<file path="src/rtl/ray_dispatch_scheduler_if.sv">
// Generator-side and tracer-side buses of the ray dispatch scheduler.
// slave: scheduler view; master: generator/tracer-array view.
interface ray_dispatch_scheduler_if #(
  parameter int unsigned NUM_UNITS = 4,
  parameter int unsigned DATA_W    = 32
);
  logic                 gen_valid;
  logic                 gen_ready;
  logic [DATA_W-1:0]    gen_ray_x;
  logic [DATA_W-1:0]    gen_ray_y;
  logic [DATA_W-1:0]    gen_ray_z;
  logic [31:0]          gen_index;
  logic [NUM_UNITS-1:0] unit_issue;
  logic [DATA_W-1:0]    unit_ray_x;
  logic [DATA_W-1:0]    unit_ray_y;
  logic [DATA_W-1:0]    unit_ray_z;
  logic [31:0]          unit_index;
  logic [NUM_UNITS-1:0] unit_done;

  modport slave (
    input  gen_valid, gen_ray_x, gen_ray_y, gen_ray_z, gen_index, unit_done,
    output gen_ready, unit_issue, unit_ray_x, unit_ray_y, unit_ray_z, unit_index
  );

  modport master (
    output gen_valid, gen_ray_x, gen_ray_y, gen_ray_z, gen_index, unit_done,
    input  gen_ready, unit_issue, unit_ray_x, unit_ray_y, unit_ray_z, unit_index
  );
endinterface

</file>
<file path="src/rtl/ray_dispatch_scheduler.sv">
// ray_dispatch_scheduler: buffers one frame of generator rays in a FIFO and
// issues them round-robin to free tracing units, tracking in-flight rays
// until every issued ray has retired.
// Optional feature: RAY_DISPATCH_STALL_STATS_EN builds the stall-cycle counter.
// Note: reset_n is active-high despite its name.
module ray_dispatch_scheduler #(
  parameter int unsigned NUM_UNITS  = 4,
  parameter int unsigned FIFO_DEPTH = 4,
  parameter int unsigned DATA_W     = 32
) (
  input  logic                          clk,
  input  logic                          reset_n,
  input  logic                          start,
  input  logic [31:0]                   pixel_count,
  ray_dispatch_scheduler_if.slave       bus,
  output logic                          frame_busy,
  output logic                          frame_done,
  output logic [31:0]                   issued_count,
  output logic [31:0]                   retired_count,
  output logic                          protocol_err,
  output logic [31:0]                   stall_cycles
);

  localparam int unsigned PTR_W   = $clog2(FIFO_DEPTH);
  localparam int unsigned CNT_W   = PTR_W + 1;
  localparam int unsigned UW      = (NUM_UNITS > 1) ? $clog2(NUM_UNITS) : 1;
  localparam int unsigned ENTRY_W = 3 * DATA_W + 32;

  typedef enum logic [1:0] {
    ST_IDLE  = 2'd0,
    ST_RUN   = 2'd1,
    ST_DRAIN = 2'd2,
    ST_DONE  = 2'd3
  } state_t;

  state_t               r_state;
  logic [ENTRY_W-1:0]   r_mem [FIFO_DEPTH];
  logic [PTR_W-1:0]     r_wr_ptr;
  logic [PTR_W-1:0]     r_rd_ptr;
  logic [CNT_W-1:0]     r_count;
  logic [NUM_UNITS-1:0] r_inflight;
  logic [UW-1:0]        r_last_grant;
  logic [31:0]          r_pixel_count;
  logic [31:0]          r_accepted;
  logic [31:0]          r_issued;
  logic [31:0]          r_retired;
  logic                 r_gen_ready;
  logic [NUM_UNITS-1:0] r_unit_issue;
  logic [DATA_W-1:0]    r_ray_x;
  logic [DATA_W-1:0]    r_ray_y;
  logic [DATA_W-1:0]    r_ray_z;
  logic [31:0]          r_index;
  logic                 r_frame_busy;
  logic                 r_frame_done;
  logic                 r_protocol_err;

  logic                 w_active;
  logic                 w_push;
  logic                 w_pop;
  logic                 w_any_free;
  logic [UW-1:0]        w_grant_idx;
  logic [NUM_UNITS-1:0] w_grant_vec;
  logic [NUM_UNITS-1:0] w_done_ok;
  logic [NUM_UNITS-1:0] w_done_bad;
  logic [31:0]          w_retire_cnt;
  logic [CNT_W-1:0]     w_count_nxt;
  logic [31:0]          w_accepted_nxt;
  logic [ENTRY_W-1:0]   w_head;

  assign w_active       = (r_state == ST_RUN) || (r_state == ST_DRAIN);
  assign w_push         = bus.gen_valid && r_gen_ready;
  assign w_pop          = w_active && (r_count != '0) && w_any_free;
  assign w_done_ok      = bus.unit_done & r_inflight;
  assign w_done_bad     = bus.unit_done & ~r_inflight;
  assign w_count_nxt    = r_count + CNT_W'(w_push) - CNT_W'(w_pop);
  assign w_accepted_nxt = r_accepted + 32'(w_push);
  assign w_head         = r_mem[r_rd_ptr];

  // Round-robin search for the first idle unit after the last grant.
  always_comb begin
    int j;
    j           = 0;
    w_any_free  = 1'b0;
    w_grant_idx = r_last_grant;
    for (int k = 1; k <= int'(NUM_UNITS); k++) begin
      j = int'(r_last_grant) + k;
      if (j >= int'(NUM_UNITS)) j = j - int'(NUM_UNITS);
      if (!w_any_free && !r_inflight[UW'(j)]) begin
        w_any_free  = 1'b1;
        w_grant_idx = UW'(j);
      end
    end
    w_grant_vec = NUM_UNITS'(w_any_free) << w_grant_idx;
  end

  // Number of valid retirements this cycle.
  always_comb begin
    w_retire_cnt = '0;
    for (int i = 0; i < int'(NUM_UNITS); i++) begin
      w_retire_cnt = w_retire_cnt + 32'(w_done_ok[UW'(i)]);
    end
  end

  // FIFO storage; no reset needed since occupancy is tracked separately.
  always_ff @(posedge clk) begin
    if (w_push) begin
      r_mem[r_wr_ptr] <= {bus.gen_ray_x, bus.gen_ray_y, bus.gen_ray_z, bus.gen_index};
    end
  end

  // Frame FSM, FIFO pointers, in-flight tracking and registered outputs.
  always_ff @(posedge clk or posedge reset_n) begin
    if (reset_n) begin
      r_state        <= ST_IDLE;
      r_wr_ptr       <= '0;
      r_rd_ptr       <= '0;
      r_count        <= '0;
      r_inflight     <= '0;
      r_last_grant   <= UW'(NUM_UNITS - 1);
      r_pixel_count  <= '0;
      r_accepted     <= '0;
      r_issued       <= '0;
      r_retired      <= '0;
      r_gen_ready    <= 1'b0;
      r_unit_issue   <= '0;
      r_ray_x        <= '0;
      r_ray_y        <= '0;
      r_ray_z        <= '0;
      r_index        <= '0;
      r_frame_busy   <= 1'b0;
      r_frame_done   <= 1'b0;
      r_protocol_err <= 1'b0;
    end else begin
      r_gen_ready    <= 1'b0;
      r_frame_done   <= 1'b0;
      r_unit_issue   <= '0;
      r_count        <= w_count_nxt;
      r_retired      <= r_retired + w_retire_cnt;
      r_protocol_err <= r_protocol_err | (|w_done_bad);
      r_inflight     <= (r_inflight & ~w_done_ok) | (w_pop ? w_grant_vec : '0);

      if (w_push) begin
        r_wr_ptr   <= r_wr_ptr + PTR_W'(1);
        r_accepted <= w_accepted_nxt;
      end

      if (w_pop) begin
        r_rd_ptr     <= r_rd_ptr + PTR_W'(1);
        r_last_grant <= w_grant_idx;
        r_issued     <= r_issued + 32'd1;
        r_unit_issue <= w_grant_vec;
        r_ray_x      <= w_head[ENTRY_W-1 -: DATA_W];
        r_ray_y      <= w_head[2*DATA_W+31 -: DATA_W];
        r_ray_z      <= w_head[DATA_W+31 -: DATA_W];
        r_index      <= w_head[31:0];
      end

      // Frame sequencing; counter clears here override the datapath updates.
      case (r_state)
        ST_IDLE: begin
          if (start) begin
            r_pixel_count <= pixel_count;
            r_accepted    <= '0;
            r_issued      <= '0;
            r_retired     <= '0;
            r_frame_busy  <= 1'b1;
            if (pixel_count != 32'd0) begin
              r_state     <= ST_RUN;
              r_gen_ready <= 1'b1;
            end else begin
              r_state      <= ST_DONE;
              r_frame_done <= 1'b1;
            end
          end
        end
        ST_RUN: begin
          r_gen_ready <= (w_count_nxt < CNT_W'(FIFO_DEPTH)) &&
                         (w_accepted_nxt < r_pixel_count);
          if (r_accepted == r_pixel_count) r_state <= ST_DRAIN;
        end
        ST_DRAIN: begin
          if ((r_retired == r_pixel_count) && (r_count == '0)) begin
            r_state      <= ST_DONE;
            r_frame_done <= 1'b1;
          end
        end
        ST_DONE: begin
          r_state      <= ST_IDLE;
          r_frame_busy <= 1'b0;
        end
        default: r_state <= ST_IDLE;
      endcase
    end
  end

`ifdef RAY_DISPATCH_STALL_STATS_EN
  logic        w_stall;
  logic [31:0] r_stall_cycles;

  assign w_stall = w_active && (r_count != '0) && !w_any_free;

  // Saturating count of cycles with rays waiting but every unit busy.
  always_ff @(posedge clk or posedge reset_n) begin
    if (reset_n) begin
      r_stall_cycles <= '0;
    end else if ((r_state == ST_IDLE) && start) begin
      r_stall_cycles <= '0;
    end else if (w_stall && (r_stall_cycles != 32'hFFFF_FFFF)) begin
      r_stall_cycles <= r_stall_cycles + 32'd1;
    end
  end

  assign stall_cycles = r_stall_cycles;
`else
  assign stall_cycles = '0;
`endif

  assign bus.gen_ready  = r_gen_ready;
  assign bus.unit_issue = r_unit_issue;
  assign bus.unit_ray_x = r_ray_x;
  assign bus.unit_ray_y = r_ray_y;
  assign bus.unit_ray_z = r_ray_z;
  assign bus.unit_index = r_index;

  assign frame_busy    = r_frame_busy;
  assign frame_done    = r_frame_done;
  assign issued_count  = r_issued;
  assign retired_count = r_retired;
  assign protocol_err  = r_protocol_err;

endmodule

</file>
<file path="src/flat_wrapper.sv">
// flat-port wrapper written by rule: the top's interface ports become plain ports
module ray_dispatch_scheduler_flat 
#(
  parameter int unsigned NUM_UNITS  = 4,
  parameter int unsigned FIFO_DEPTH = 4,
  parameter int unsigned DATA_W     = 32
)
  (clk, reset_n, start, pixel_count, frame_busy, frame_done, issued_count, retired_count, protocol_err, stall_cycles, bus_gen_valid, bus_gen_ray_x, bus_gen_ray_y, bus_gen_ray_z, bus_gen_index, bus_unit_done, bus_gen_ready, bus_unit_issue, bus_unit_ray_x, bus_unit_ray_y, bus_unit_ray_z, bus_unit_index);
  ray_dispatch_scheduler_if #(.NUM_UNITS(NUM_UNITS), .DATA_W(DATA_W)) bus_i ();
  input  logic clk;
  input  logic reset_n;
  input  logic start;
  input  logic [31:0] pixel_count;
  output logic frame_busy;
  output logic frame_done;
  output logic [31:0] issued_count;
  output logic [31:0] retired_count;
  output logic protocol_err;
  output logic [31:0] stall_cycles;
  input wire logic [$bits(bus_i.gen_valid)-1:0] bus_gen_valid;
  input wire logic [$bits(bus_i.gen_ray_x)-1:0] bus_gen_ray_x;
  input wire logic [$bits(bus_i.gen_ray_y)-1:0] bus_gen_ray_y;
  input wire logic [$bits(bus_i.gen_ray_z)-1:0] bus_gen_ray_z;
  input wire logic [$bits(bus_i.gen_index)-1:0] bus_gen_index;
  input wire logic [$bits(bus_i.unit_done)-1:0] bus_unit_done;
  output wire logic [$bits(bus_i.gen_ready)-1:0] bus_gen_ready;
  output wire logic [$bits(bus_i.unit_issue)-1:0] bus_unit_issue;
  output wire logic [$bits(bus_i.unit_ray_x)-1:0] bus_unit_ray_x;
  output wire logic [$bits(bus_i.unit_ray_y)-1:0] bus_unit_ray_y;
  output wire logic [$bits(bus_i.unit_ray_z)-1:0] bus_unit_ray_z;
  output wire logic [$bits(bus_i.unit_index)-1:0] bus_unit_index;
  assign bus_i.gen_valid = bus_gen_valid;
  assign bus_i.gen_ray_x = bus_gen_ray_x;
  assign bus_i.gen_ray_y = bus_gen_ray_y;
  assign bus_i.gen_ray_z = bus_gen_ray_z;
  assign bus_i.gen_index = bus_gen_index;
  assign bus_i.unit_done = bus_unit_done;
  assign bus_gen_ready = bus_i.gen_ready;
  assign bus_unit_issue = bus_i.unit_issue;
  assign bus_unit_ray_x = bus_i.unit_ray_x;
  assign bus_unit_ray_y = bus_i.unit_ray_y;
  assign bus_unit_ray_z = bus_i.unit_ray_z;
  assign bus_unit_index = bus_i.unit_index;
  ray_dispatch_scheduler #(.NUM_UNITS(NUM_UNITS), .FIFO_DEPTH(FIFO_DEPTH), .DATA_W(DATA_W)) u_core (.clk(clk), .reset_n(reset_n), .start(start), .pixel_count(pixel_count), .bus(bus_i), .frame_busy(frame_busy), .frame_done(frame_done), .issued_count(issued_count), .retired_count(retired_count), .protocol_err(protocol_err), .stall_cycles(stall_cycles));
endmodule
</file>
<file path="config.mk">
export PLATFORM = sky130hd
export DESIGN_NAME = ray_dispatch_scheduler_flat
export DESIGN_NICKNAME = d
export VERILOG_FILES = /design/src/rtl/ray_dispatch_scheduler_if.sv /design/src/rtl/ray_dispatch_scheduler.sv /design/src/flat_wrapper.sv
export SDC_FILE = /design/constraint.sdc
export NUM_CORES = 1
export LEC_CHECK = 0
export ABC_AREA = 1
export CAP_MARGIN = 25
export CORE_MARGIN = 3
export CORE_UTILIZATION = 54
export CTS_BUF_LIST = sky130_fd_sc_hd__clkbuf_2 sky130_fd_sc_hd__clkbuf_4 sky130_fd_sc_hd__clkbuf_8
export CTS_CLUSTER_SIZE = 20
export DETAILED_ROUTE_END_ITERATION = 12
export PLACE_DENSITY = 0.81
export SLEW_MARGIN = 20
export SYNTH_ARGS = -nofsm -noshare
export SYNTH_HDL_FRONTEND = slang
export SYNTH_SLANG_ARGS = --single-unit
</file>
<file path="constraint.sdc">
create_clock -name clk -period 11 [get_ports clk]
set_input_delay 1.65 -clock clk [delete_from_list [all_inputs] [get_ports clk]]
set_output_delay 1.65 -clock clk [all_outputs]
set_load 0.05 [all_outputs]
</file>
==> After elaboration in Yosys (flattened, before gate mapping) <==
Memory sizes are Yosys's and may differ from the RTL's. A register that Yosys moved wholly into a read port is not among the register bits.
Cells that the tools add are included.
{ "totals": {"ramBits": 512, "ff_bits": 151, "input_bits": 168, "word_cells": 128, "n_memories": 1, "out_inout_bits": 232} }
{ "classes": {"n_eq_ne": 8, "addsub": 14, "muxes": 49, "bitwise_logic": 7, "n_reduce_logical": 23, "shift": 1, "magnitude_cmp": 10} }
{ "memory_table": {"columns": ["memory", "words", "width", "rd", "rd_ports_with_merged_regs", "wr", "line_no", "text"], "rows": [
  ["u_core.r_mem", 4, 128, 1, 1, 1, "ray_dispatch_scheduler.sv:37", "logic [ENTRY_W-1:0] r_mem [FIFO_DEPTH];"]
]} }
{ "op_table": {"columns": ["cell", "n"], "rows": [
  ["$mux W32", 8],
  ["$eq A32 B32 Y1", 2],
  ["$add A32 B1 Y32", 1],
  ["$add A32 B1 Y32 const B", 1],
  ["$lt A32 B32 Y1", 1],
  ["$reduce_bool A32 Y1", 1],
  ["$mux W2", 12],
  ["$mux W1", 20],
  ["$lt A2 B4 Y1 const B", 4],
  ["$and A4 B4 Y4", 3],
  ["$ge A3 B3 Y1 const B", 3],
  ["$bmux W1 S2", 4],
  ["$logic_and A1 B1 Y1", 8],
  ["$not A4 Y4", 2],
  ["$pmux W2 S4", 1],
  ["$sub A2 B1 Y2 const B", 4],
  ["$add A2 B2 Y3 const B", 2],
  ["$ne A2 B2 Y1 const B", 3],
  ["$pmux W1 S2", 3],
  ["$logic_not A1 Y1", 5],
  ["$add A2 B1 Y2 const B", 2],
  ["$add A2 B3 Y4 const B", 1],
  ["$eq A2 B2 Y1 const B", 2],
  ["$ge A4 B3 Y1 const B", 1],
  ["other kinds (17)", 18]
]} }

==> Logic depth before layout (Yosys ltp) <==
Gate-level depths: netlist of run 1.
{ "depth": {"depth_word": 20, "mapped_depth": 24, "depth_no_buf": 23} }

==> Worst setup path before layout of run 1 <==
Ideal clock, no wire load.
{ "synth_timing": {"path_type": "input port to flip-flop", "start": "in bus_gen_valid", "end": "mem u_core.r_mem[0][0] in the netlist's numbering, enable pin", "arrival_ns": 7.382, "required_ns": 10.383, "slack_ns": 3.000, "setup_time_ns": 0.617, "n_path_buf": 1, "stages": 3, "cell_sequence": "nand2_1 clkbuf_1 nor2_1"} }
{ "synth_via": {"elab_chain_cells": 3} }
{ "synth_lines": {"columns": ["element", "line_no", "text"], "rows": [
  ["from (decl)", "flat_wrapper.sv:20", "input wire logic [$bits(bus_i.gen_valid)-1:0] bus_gen_valid;"],
  ["$logic_and A1 B1 Y1", "ray_dispatch_scheduler.sv:71", "assign w_push = bus.gen_valid && r_gen_ready;"],
  ["$mux W1", "ray_dispatch_scheduler.sv:106", "if (w_push) begin"],
  ["$mux W1 (not written as such)", "ray_dispatch_scheduler.sv:107", "r_mem[r_wr_ptr] <= {bus.gen_ray_x, bus.gen_ray_y, bus.gen_ray_z, bus.gen_index};"],
  ["to (decl)", "ray_dispatch_scheduler.sv:37", null]
]} }
No other way between the ends.

==> Worst setup path in the final report of run 1 <==
{ "layout_timing": {"start": "reg u_core.r_last_grant[0]", "end": "reg u_core.r_gen_ready (netlist: u_core.bus.gen_ready)"} }
{ "layout_via": {"elab_chain_cells": 20, "word_cells_on_any_way": 45, "cone_classes": "9 x add/sub; 5 x order compare; 21 x mux; 10 x reduce/logical"} }
{ "layout_lines": {"columns": ["element", "line_no", "text"], "rows": [
  ["from (decl)", "ray_dispatch_scheduler.sv:42", "logic [UW-1:0] r_last_grant;"],
  ["from (signal assigned)", "ray_dispatch_scheduler.sv:119", "r_last_grant <= UW'(NUM_UNITS - 1);"],
  ["from (signal assigned)", "ray_dispatch_scheduler.sv:149", "r_last_grant <= w_grant_idx;"],
  ["$add A2 B2 Y3", "ray_dispatch_scheduler.sv:86", "j = int'(r_last_grant) + k;"],
  ["$ge A3 B3 Y1 / $sub A2 B1 Y2 (equally long branches)", "ray_dispatch_scheduler.sv:87", "if (j >= int'(NUM_UNITS)) j = j - int'(NUM_UNITS);"],
  ["$mux W2", "ray_dispatch_scheduler.sv:87", null],
  ["$bmux W1 S2", "ray_dispatch_scheduler.sv:88", "if (!w_any_free && !r_inflight[UW'(j)]) begin"],
  ["$mux W1 (not written as such) (2 in a row)", "ray_dispatch_scheduler.sv:88", null],
  ["$logic_not A1 Y1", "ray_dispatch_scheduler.sv:88", null],
  ["$logic_and A1 B1 Y1", "ray_dispatch_scheduler.sv:88", null],
  ["$mux W1", "ray_dispatch_scheduler.sv:88", null],
  ["(+4 left out)", null, null],
  ["$logic_and A1 B1 Y1", "ray_dispatch_scheduler.sv:88", null],
  ["$mux W1 *", "ray_dispatch_scheduler.sv:88", null],
  ["$logic_and A1 B1 Y1 *", "ray_dispatch_scheduler.sv:72", "assign w_pop = w_active && (r_count != '0) && w_any_free;"],
  ["$sub A3 B1 Y3 *", "ray_dispatch_scheduler.sv:75", "assign w_count_nxt = r_count + CNT_W'(w_push) - CNT_W'(w_pop);"],
  ["via u_core.w_count_nxt[2]", "ray_dispatch_scheduler.sv:66", "logic [CNT_W-1:0] w_count_nxt;"],
  ["$lt A3 B3 Y1 *", "ray_dispatch_scheduler.sv:177", "r_gen_ready <= (w_count_nxt < CNT_W'(FIFO_DEPTH)) &&"],
  ["$logic_and A1 B1 Y1 *", "ray_dispatch_scheduler.sv:177", null],
  ["$pmux W1 S2 *", "ray_dispatch_scheduler.sv:159", "case (r_state)"],
  ["to (signal assigned)", "ray_dispatch_scheduler.sv:177", null],
  ["to (decl)", "ray_dispatch_scheduler.sv:47", "logic r_gen_ready;"]
]} }
Mark *: on every way through the listed nets, which the timed path passes. The rest lies on a longest branch. The select of a mux whose other input is x is not followed.
A chain may end at the register's enable or synchronous reset.

==> results by group, run 1 <==
Clock tree
  – Post_cts resized: 0
  – Clock buffer depth: 3
  – Post-CTS setup buffer count: 0
  – CTS root buffer: clkbuf_8
  – Max H-tree Level: 3
  – CTS Hold Buffers Added: 0
  – CTS Buf Count: 117
  – CTS tree: done
  – Clock Latency Late Sink: 0.75 ns
  – Worst-path clk slew: 0.06 ns
  – Clock sink count: 759

STA
  – Final TNS setup: 0 ns
  – Max Freq: 212 MHz
  – RSZ-0062 raised after global routing: no
  – Final hold violations: 0
  – Tightest Pin Transition: 1.04 ns
  – Slew HR: 0.307
  – Tmin final: 4.72 ns
  – Final setup viols: 0
  – Pins Over Slew Limit: 0
  – Final worst path period share: 0.429
  – Fin Clk Skew: 0.0592 ns

Synthesis
  – Synth area leaders: edfxtp_1, dfrtp_1, nand2_1
  – Most common cell in the netlist: nand2_1
  – Number of distinct library cells after synthesis: 37
  – Simple-gate share of the synthesized area: 0.171
  – Area leader, netlist: edfxtp_1
  – Yosys top cell area share: 0.473
  – Mux contribution to synthesized area: 0
  – Xor/xnor share of the synthesized area: 0.00993
  – Mapped Cells: 3,097
  – Synthesis warning total: 0
  – Seq/Total Area, Yosys: 0.663
  – Synth top cells by count: nand2_1, nor2_1, edfxtp_1, dfrtp_1, o21ai_0
  – EDFF count, synth: 512
  – Adder-Cell Fraction of Synth Area: 0.0179
  – Compound-Gate Fraction of Synth Area: 0.0797
  – Syn Area/Cell: 10.5 um^2
  – Register bit count reported by yosys: 759
  – Dominant synthesized flop cell: edfxtp_1
  – Combinational family with the most area after synthesis: simple AND/OR/NAND/NOR gates
  – Post-synth ARST share: 0.325
  – Netlist Area Pre-Place: 32,500 um^2

Power and ir drop
  – Comb pwr share: 0.427
  – Net Sw Frac: 0.434
  – Clock power frac: 0.214
  – Switching power: 0.00511 W
  – Peak supply drop: 0.238 mV
  – Flop pwr share: 0.359
  – Cell Int Power: 0.00665 W
  – Pleak: 15.6 nW
  – Power Density: 303 nW/um^2

Route
  – Violation count after the first detailed-route iteration: 1,974
  – Final wirelength: 78,500 um
  – Pre-antenna DRT Iters: 7
  – DRC viols: 0
  – Vias/cell: 5.42
  – Via count: 23,300
  – WL/cell: 18.2 um
  – DRT antenna net count: 0

Setup path
  – Worst Path Required: 11.61 ns
  – Nature of the critical path startpoint: register
  – Crit Path Max Fanout: 92
  – R2R depth: 17
  – Reg2Reg Setup Slack: 6.28 ns
  – Worst Path Arrival: 5.33 ns
  – Launching point of the worst reg2reg path: u_core.r_last_grant[0]
  – Worst reg2reg endpoint: u_core.bus.gen_ready
  – Kind of critical path: reg2reg
  – CP Capture Type: register

Floorplanning
  – Row cnt: 89
  – Core area: 59,200 um^2
  – Initial Util: 0.549
  – I/O pin cnt: 400
  – Height of the die: 251 um
  – Die width: 251 um
  – Die area: 63,200 um^2

Placement
  – DP Cell Count: 4,077
  – GP Congestion: 0.952
  – DP HPWL: 46,700 um
  – Count of input and output buffers: 335
  – Post-DP Area: 36,200 um^2

Worst hold path
  – HP Start: u_core.bus.unit_ray_x[29]
  – Hold Crit Endpoint: u_core.bus.unit_ray_x[29]
  – Worst hold-check path type: reg2reg
  – Worst Hold Depth: 2

GRT
  – Initial antenna violation count: 19
  – Grt ovf: 0
  – Largest net degree at the start of global routing: 129
  – Vias in the first global route: 22,600
  – First-pass GRT wire length: 122,000 um
  – Global-route usage over all layers: 0.245

Cells and area
  – Area Growth Syn to Fin: 19.6%
  – Layout cell share with drive strength beyond 1: 0.0714
  – Fill count: 4,417
  – Sequential Area: 21,600 um^2
  – Final instance area: 38,900 um^2
  – Multi-input logic area: 9340 um^2
  – Fin cells: 4,306
  – NumNets Final: 3,638

Run status
  – Outcome: complete, no violations

Run
  – Max_cap viols: 0
per-layer routing:
layer / part of all wire / vias up / GRT usage
met5: 0.0026 / - / 0
met4: 0.027 / 28 / 0.0842
met3: 0.079 / 176 / 0.0638
met2: 0.48 / 861 / 0.402
met1: 0.41 / 11200 / 0.321
li1: - / 11000 / -
final cells by class:
cell class,count,area share
Inverter,213,0.0211
Clock inverter,36,0.00859
Antenna cell,5,0.000322
Clock buffer,187,0.0583
Timing Repair Buffer,356,0.0921
Sequential cell,759,0.555
Tap cell,773,0.0249
Multi-Input combinational cell,1977,0.240
state kept, by name, summed over array words and instances, names as in the netlist, 3 cells and up:
signal / count
u_core.r_mem: 512
u_core.bus.unit_index: 32
u_core.bus.unit_ray_x: 32
u_core.bus.unit_ray_y: 32
u_core.bus.unit_ray_z: 32
u_core.issued_count: 32
u_core.r_accepted: 32
u_core.r_pixel_count: 32
u_core.bus.unit_issue: 4
u_core.r_inflight: 4
u_core.r_count: 3
cell usage in the layout (no fill, tap or decap), types with 3 or more instances in the layout:
| master | instances |
|---|---|
| clkbuf_8 | 138 |
| nand4_1 | 44 |
| nand3_1 | 47 |
| o21ai_0 | 211 |
| clkinv_1 | 17 |
| inv_16 | 4 |
| ha_1 | 45 |
| dfrtp_1 | 243 |
| edfxtp_1 | 512 |
| clkdlybuf4s50_1 | 335 |
| nor3_1 | 33 |
| diode_2 | 5 |
| xor2_1 | 33 |
| o21ai_1 | 15 |
| clkinv_2 | 10 |
| nor2_1 | 524 |
| conb_1 | 64 |
| clkbuf_4 | 49 |
| a21oi_1 | 55 |
| nor2_4 | 4 |
| buf_4 | 16 |
| inv_1 | 208 |
| nor3_2 | 3 |
| o32ai_1 | 128 |
| buf_12 | 4 |
| or2_2 | 5 |
| nand2_1 | 748 |
| bufinv_16 | 3 |
critical path, stage by stage (launching register included):
cell and delay [ns]:
dfstp_2 0.66, inv_2 0.08, nand2_1 0.10, nand3_1 0.09, o21ai_1 0.21, nand4_1 0.64
nand2_8 0.77, inv_6 0.36, ha_1 0.39, inv_1 0.06, ha_1 0.14, inv_1 0.05
fa_1 0.37, xor2_1 0.16, xor2_1 0.22, inv_1 0.10, nand4_1 0.10, nand2_1 0.05
logic make-up after synthesis:
group / count (synthesis)
xor+xnor: 36
flops: 759
buf+inv: 424
other cells: 1
simple gates: 1413
compound gates: 418
fa+ha+maj: 46
worst max path at each step:
stage | start | endpoint | slack (ns)
finish | u_core.r_last_grant[0] | u_core.bus.gen_ready | 6.28
global route | u_core.r_last_grant[0] | u_core.bus.gen_ready | 5.92
CTS | u_core.r_last_grant[0] | u_core.bus.gen_ready | 6.26
detailed placement | bus_gen_valid | u_core.bus.gen_ready | 5.87
global placement | bus_gen_valid | u_core.bus.gen_ready | 5.91
floorplan | reset_n | u_core.bus.gen_ready | 2.57
per-stage QoR:
stage	setup WS [ns]	hold slack (ns)	utilization	total power, W
after floorplan	2.57	0.475	-	0.00775
after global placement	5.91	0.462	0.612	0.00915
after detailed placement	5.87	0.464	0.612	0.00928
after CTS	6.26	0.481	0.656	0.0118
after global routing	5.92	0.493	0.656	0.0125
final	6.28	0.475	0.656	0.0118
power groups by stage:
stage	Combinational, W	Sequential (W)	Clock [W]
after detailed placement	0.00502	0.00426	0
after global routing	0.00554	0.00429	0.00269
after global placement	0.00491	0.00425	0
after CTS	0.00504	0.00421	0.00257
after floorplan	0.00265	0.00510	0
final	0.00502	0.00423	0.00251
Note: power is estimated with default switching activity, not from simulation.
==> run 2: changes to the inputs <==
--- a/config.mk
+++ b/config.mk
@@ -8,7 +8,7 @@
 export ABC_AREA = 1
 export CAP_MARGIN = 25
 export CORE_MARGIN = 3
-export CORE_UTILIZATION = 54
+export CORE_UTILIZATION = 52
 export CTS_BUF_LIST = sky130_fd_sc_hd__clkbuf_2 sky130_fd_sc_hd__clkbuf_4 sky130_fd_sc_hd__clkbuf_8
 export CTS_CLUSTER_SIZE = 20
 export DETAILED_ROUTE_END_ITERATION = 12
==> constraint.sdc (replaced) <==
create_clock -name clk -period 3.84 [get_ports clk]
set_input_delay 0.576 -clock clk [delete_from_list [all_inputs] [get_ports clk]]
set_output_delay 0.576 -clock clk [all_outputs]
set_load 0.05 [all_outputs]
==> run 2 against run 1 <==
Net effect: fmax rose by 38%; combinational power grew to 2.9 times the previous value; clock-buffer cell count decreased by 19; utilization decreased by 2.3 points; die area grew 3.8%; clock skew shrank 0.016 ns; critical endpoint unchanged; largest cell class unchanged.
==> results by group, run 2 (synthesis gave the netlist of run 1 again) <==
Setup path
  – Crit Path Max Fanout: 11 (was 92)
  – CP Capture Type: register (unchanged)
  – Launching point of the worst reg2reg path: u_core.r_last_grant[0] (unchanged)
  – Sequence of cells on the critical path: nand2_1 -> o21ai_1 -> nand2_1 -> nand2_2 -> nand4_1 -> nand2_8 -> inv_6 -> ha_1 -> inv_1 -> ha_1 -> inv_1 -> fa_1 -> xor2_1 -> xor2_1 -> inv_1 -> nand4_1 -> nand2_1 (was inv_2 -> nand2_1 -> nand3_1 -> o21ai_1 -> nand4_1 -> nand2_8 -> inv_6 -> ha_1 -> inv_1 -> ha_1 -> inv_1 -> fa_1 -> xor2_1 -> xor2_1 -> inv_1 -> nand4_1 -> nand2_1)
  – Nature of the critical path startpoint: register (unchanged)
  – R2R depth: 17 (unchanged)
  – Worst Path Arrival: 4.05 ns (was 5.33 ns)
  – Slowest CP cell: dfstp_2 (was nand2_8)
  – Delay of the slowest critical-path stage: 0.67 ns (was 0.77 ns)
  – Worst Path Required: 4.48 ns (was 11.61 ns)
  – Kind of critical path: reg2reg (unchanged)
  – Reg2Reg Setup Slack: 0.43 ns (was 6.28 ns)
  – Worst reg2reg endpoint: u_core.bus.gen_ready (unchanged)

Run
  – Max_cap viols: 0 (unchanged)

Clock tree
  – Clock buffer depth: 3 (unchanged)
  – Post-CTS setup buffer count: 0 (unchanged)
  – CTS Hold Buffers Added: 0 (unchanged)
  – Clock sink count: 759 (unchanged)
  – Worst-path clk slew: 0.06 ns (about the same)
  – Clock Latency Late Sink: 0.76 ns (was 0.75 ns)
  – Post_cts resized: 0 (unchanged)
  – CTS root buffer: clkbuf_8 (unchanged)
  – CTS Buf Count: 117 (unchanged)
  – Max H-tree Level: 3 (unchanged)
  – CTS tree: done (unchanged)

Floorplanning
  – Initial Util: 0.526 (was 0.549)
  – Core area: 61,800 um^2 (was 59,200 um^2)
  – Row cnt: 91 (was 89)
  – Die area: 65,600 um^2 (was 63,200 um^2)
  – Height of the die: 256 um (was 251 um)
  – I/O pin cnt: 400 (unchanged)
  – Die width: 256 um (was 251 um)

Route
  – DRT antenna net count: 0 (unchanged)
  – DRC viols: 0 (unchanged)
  – Vias/cell: 5.39 (was 5.42)
  – Via count: 23,600 (was 23,300)
  – Pre-antenna DRT Iters: 5 (was 7)
  – WL/cell: 18.4 um (was 18.2 um)
  – Final wirelength: 80,500 um (was 78,500 um)
  – Violation count after the first detailed-route iteration: 1,922 (was 1,974)

GRT
  – Initial antenna violation count: 18 (was 19)
  – First-pass GRT wire length: 126,000 um (was 122,000 um)
  – Largest net degree at the start of global routing: 196 (was 129)
  – Global-route usage over all layers: 0.243 (was 0.245)
  – Vias in the first global route: 23,300 (was 22,600)
  – Grt ovf: 0 (unchanged)

STA
  – Max Freq: 294 MHz (was 212 MHz)
  – Slew HR: 0.364 (was 0.307)
  – Final hold slack: 0.313 ns (was 0.475 ns)
  – Tmin final: 3.41 ns (was 4.72 ns)
  – Tightest Pin Transition: 0.954 ns (was 1.04 ns)
  – Fin Clk Skew: 0.0430 ns (was 0.0592 ns)
  – Final setup viols: 0 (unchanged)
  – RSZ-0062 raised after global routing: no (unchanged)
  – Final worst path period share: 0.887 (was 0.429)
  – Final hold violations: 0 (unchanged)
  – Pins Over Slew Limit: 0 (unchanged)

Cells and area
  – Layout cell share with drive strength beyond 1: 0.0762 (was 0.0714)
  – Largest Register: u_core.r_mem (unchanged)
  – Area Growth Syn to Fin: 20.5% (was 19.6%)
  – NumNets Final: 3,652 (was 3,638)
  – Leading cell type in the layout, fill and taps excluded: nand2_1 (unchanged)
  – Final instance area: 39,200 um^2 (was 38,900 um^2)
  – Max reg flops: 512 (unchanged)
  – Most frequent cells in the layout: nand2_1, nor2_1, edfxtp_1, clkdlybuf4s50_1, dfrtp_1 (unchanged)

Placement
  – Post-DP Area: 36,500 um^2 (was 36,200 um^2)
  – Count of input and output buffers: 335 (unchanged)
  – DP HPWL: 48,200 um (was 46,700 um)
  – GP Congestion: 0.955 (was 0.952)

Worst hold path
  – Worst hold-check path type: in2async (was reg2reg)

Run status
  – Outcome: complete, no violations (unchanged)

Power and ir drop
  – Power Density: 866 nW/um^2 (was 303 nW/um^2)
  – Peak supply drop: 0.884 mV (was 0.238 mV)
  – Pleak: 15.7 nW (was 15.6 nW)
[run 2: cell types whose count changed in the layout (fill, tap and decap cells not counted)]
cell        before  now
clkbuf_4        49   25
clkinv_2        10   29
buf_12           4   13
buf_4           16   22
clkbuf_8       138  143
clkinv_1        17   14
clkinvlp_4       1    4
diode_2          5    8
clkinv_4         0    2
buf_16           1    0
inv_8            2    1
[run 2: per-layer routing]
layer,global-route usage,vias up,wire length (um)
met3,0.0671,217,6810
met5,0,-,127
li1,-,11100,-
met1,0.311,11500,32300
met2,0.393,895,38400
met4,0.101,18,2980
[run 2: worst max path at each step]
| stage | from | endpoint | cells after the start |
|---|---|---|---|
| after floorplan | u_core.bus.gen_ready | u_core.r_mem[0][0] | 3 |
| after global placement | bus_gen_valid | u_core.bus.gen_ready | 21 |
| after detailed placement | bus_gen_valid | u_core.bus.gen_ready | 21 |
| after CTS | u_core.r_last_grant[0] | u_core.bus.gen_ready | 17 |
| after global routing | u_core.r_last_grant[0] | u_core.bus.gen_ready | 17 |
| final | u_core.r_last_grant[0] | u_core.bus.gen_ready | 17 |
[run 2: per-stage QoR]
stage	cells	utilization	setup WS (ns)	total power (W)	TNS (ns)
detailed placement	4156	0.591	0.123	0.0268	0
finish	4388	0.634	0.434	0.0339	0
global route	4386	0.634	0.188	0.0361	0
floorplan	3160	-	-3.24	0.0222	-1657.40
global placement	4156	0.591	0.176	0.0264	0
CTS	4380	0.633	0.423	0.0341	0
[run 2: worst max-delay path, delay by kind of cell (launching register included)]
kind / cells / cell delay [ns]
and+or+nand+nor: 7 / 1.07
xor gates and xnor gates: 2 / 0.39
buffers and inverters: 4 / 0.22
AOI/OAI and AO/OA: 1 / 0.19
adders and majority gates: 3 / 0.78
DFF: 1 / 0.67
[run 2: power breakdown]
part           internal, W  leakage (nW)  switching, W
Combinational      0.00450          6.65        0.0100
Sequential          0.0107          7.70       0.00153
Clock              0.00390          1.39       0.00330
Total               0.0191          15.7        0.0149
[run 2: layout make-up]
class	count	area, um^2
Sequential cell	759	21600
Multi-Input combinational cell	1977	9340
Timing Repair Buffer	370	3780
Clock buffer	168	2160
Clock inverter	56	450
Tap cell	837	1050
Antenna cell	8	20.0
Inverter	213	816
Fill cell	4716	22700
==> run 3: changes to the inputs <==
--- a/config.mk
+++ b/config.mk
@@ -10,7 +10,7 @@
 export CORE_MARGIN = 3
 export CORE_UTILIZATION = 52
 export CTS_BUF_LIST = sky130_fd_sc_hd__clkbuf_2 sky130_fd_sc_hd__clkbuf_4 sky130_fd_sc_hd__clkbuf_8
-export CTS_CLUSTER_SIZE = 20
+export CTS_CLUSTER_SIZE = 16
 export DETAILED_ROUTE_END_ITERATION = 12
 export PLACE_DENSITY = 0.81
 export SLEW_MARGIN = 20
==> results of run 3 <==
Same layout as run 2: the final DEF is identical, and so are final timing and power.
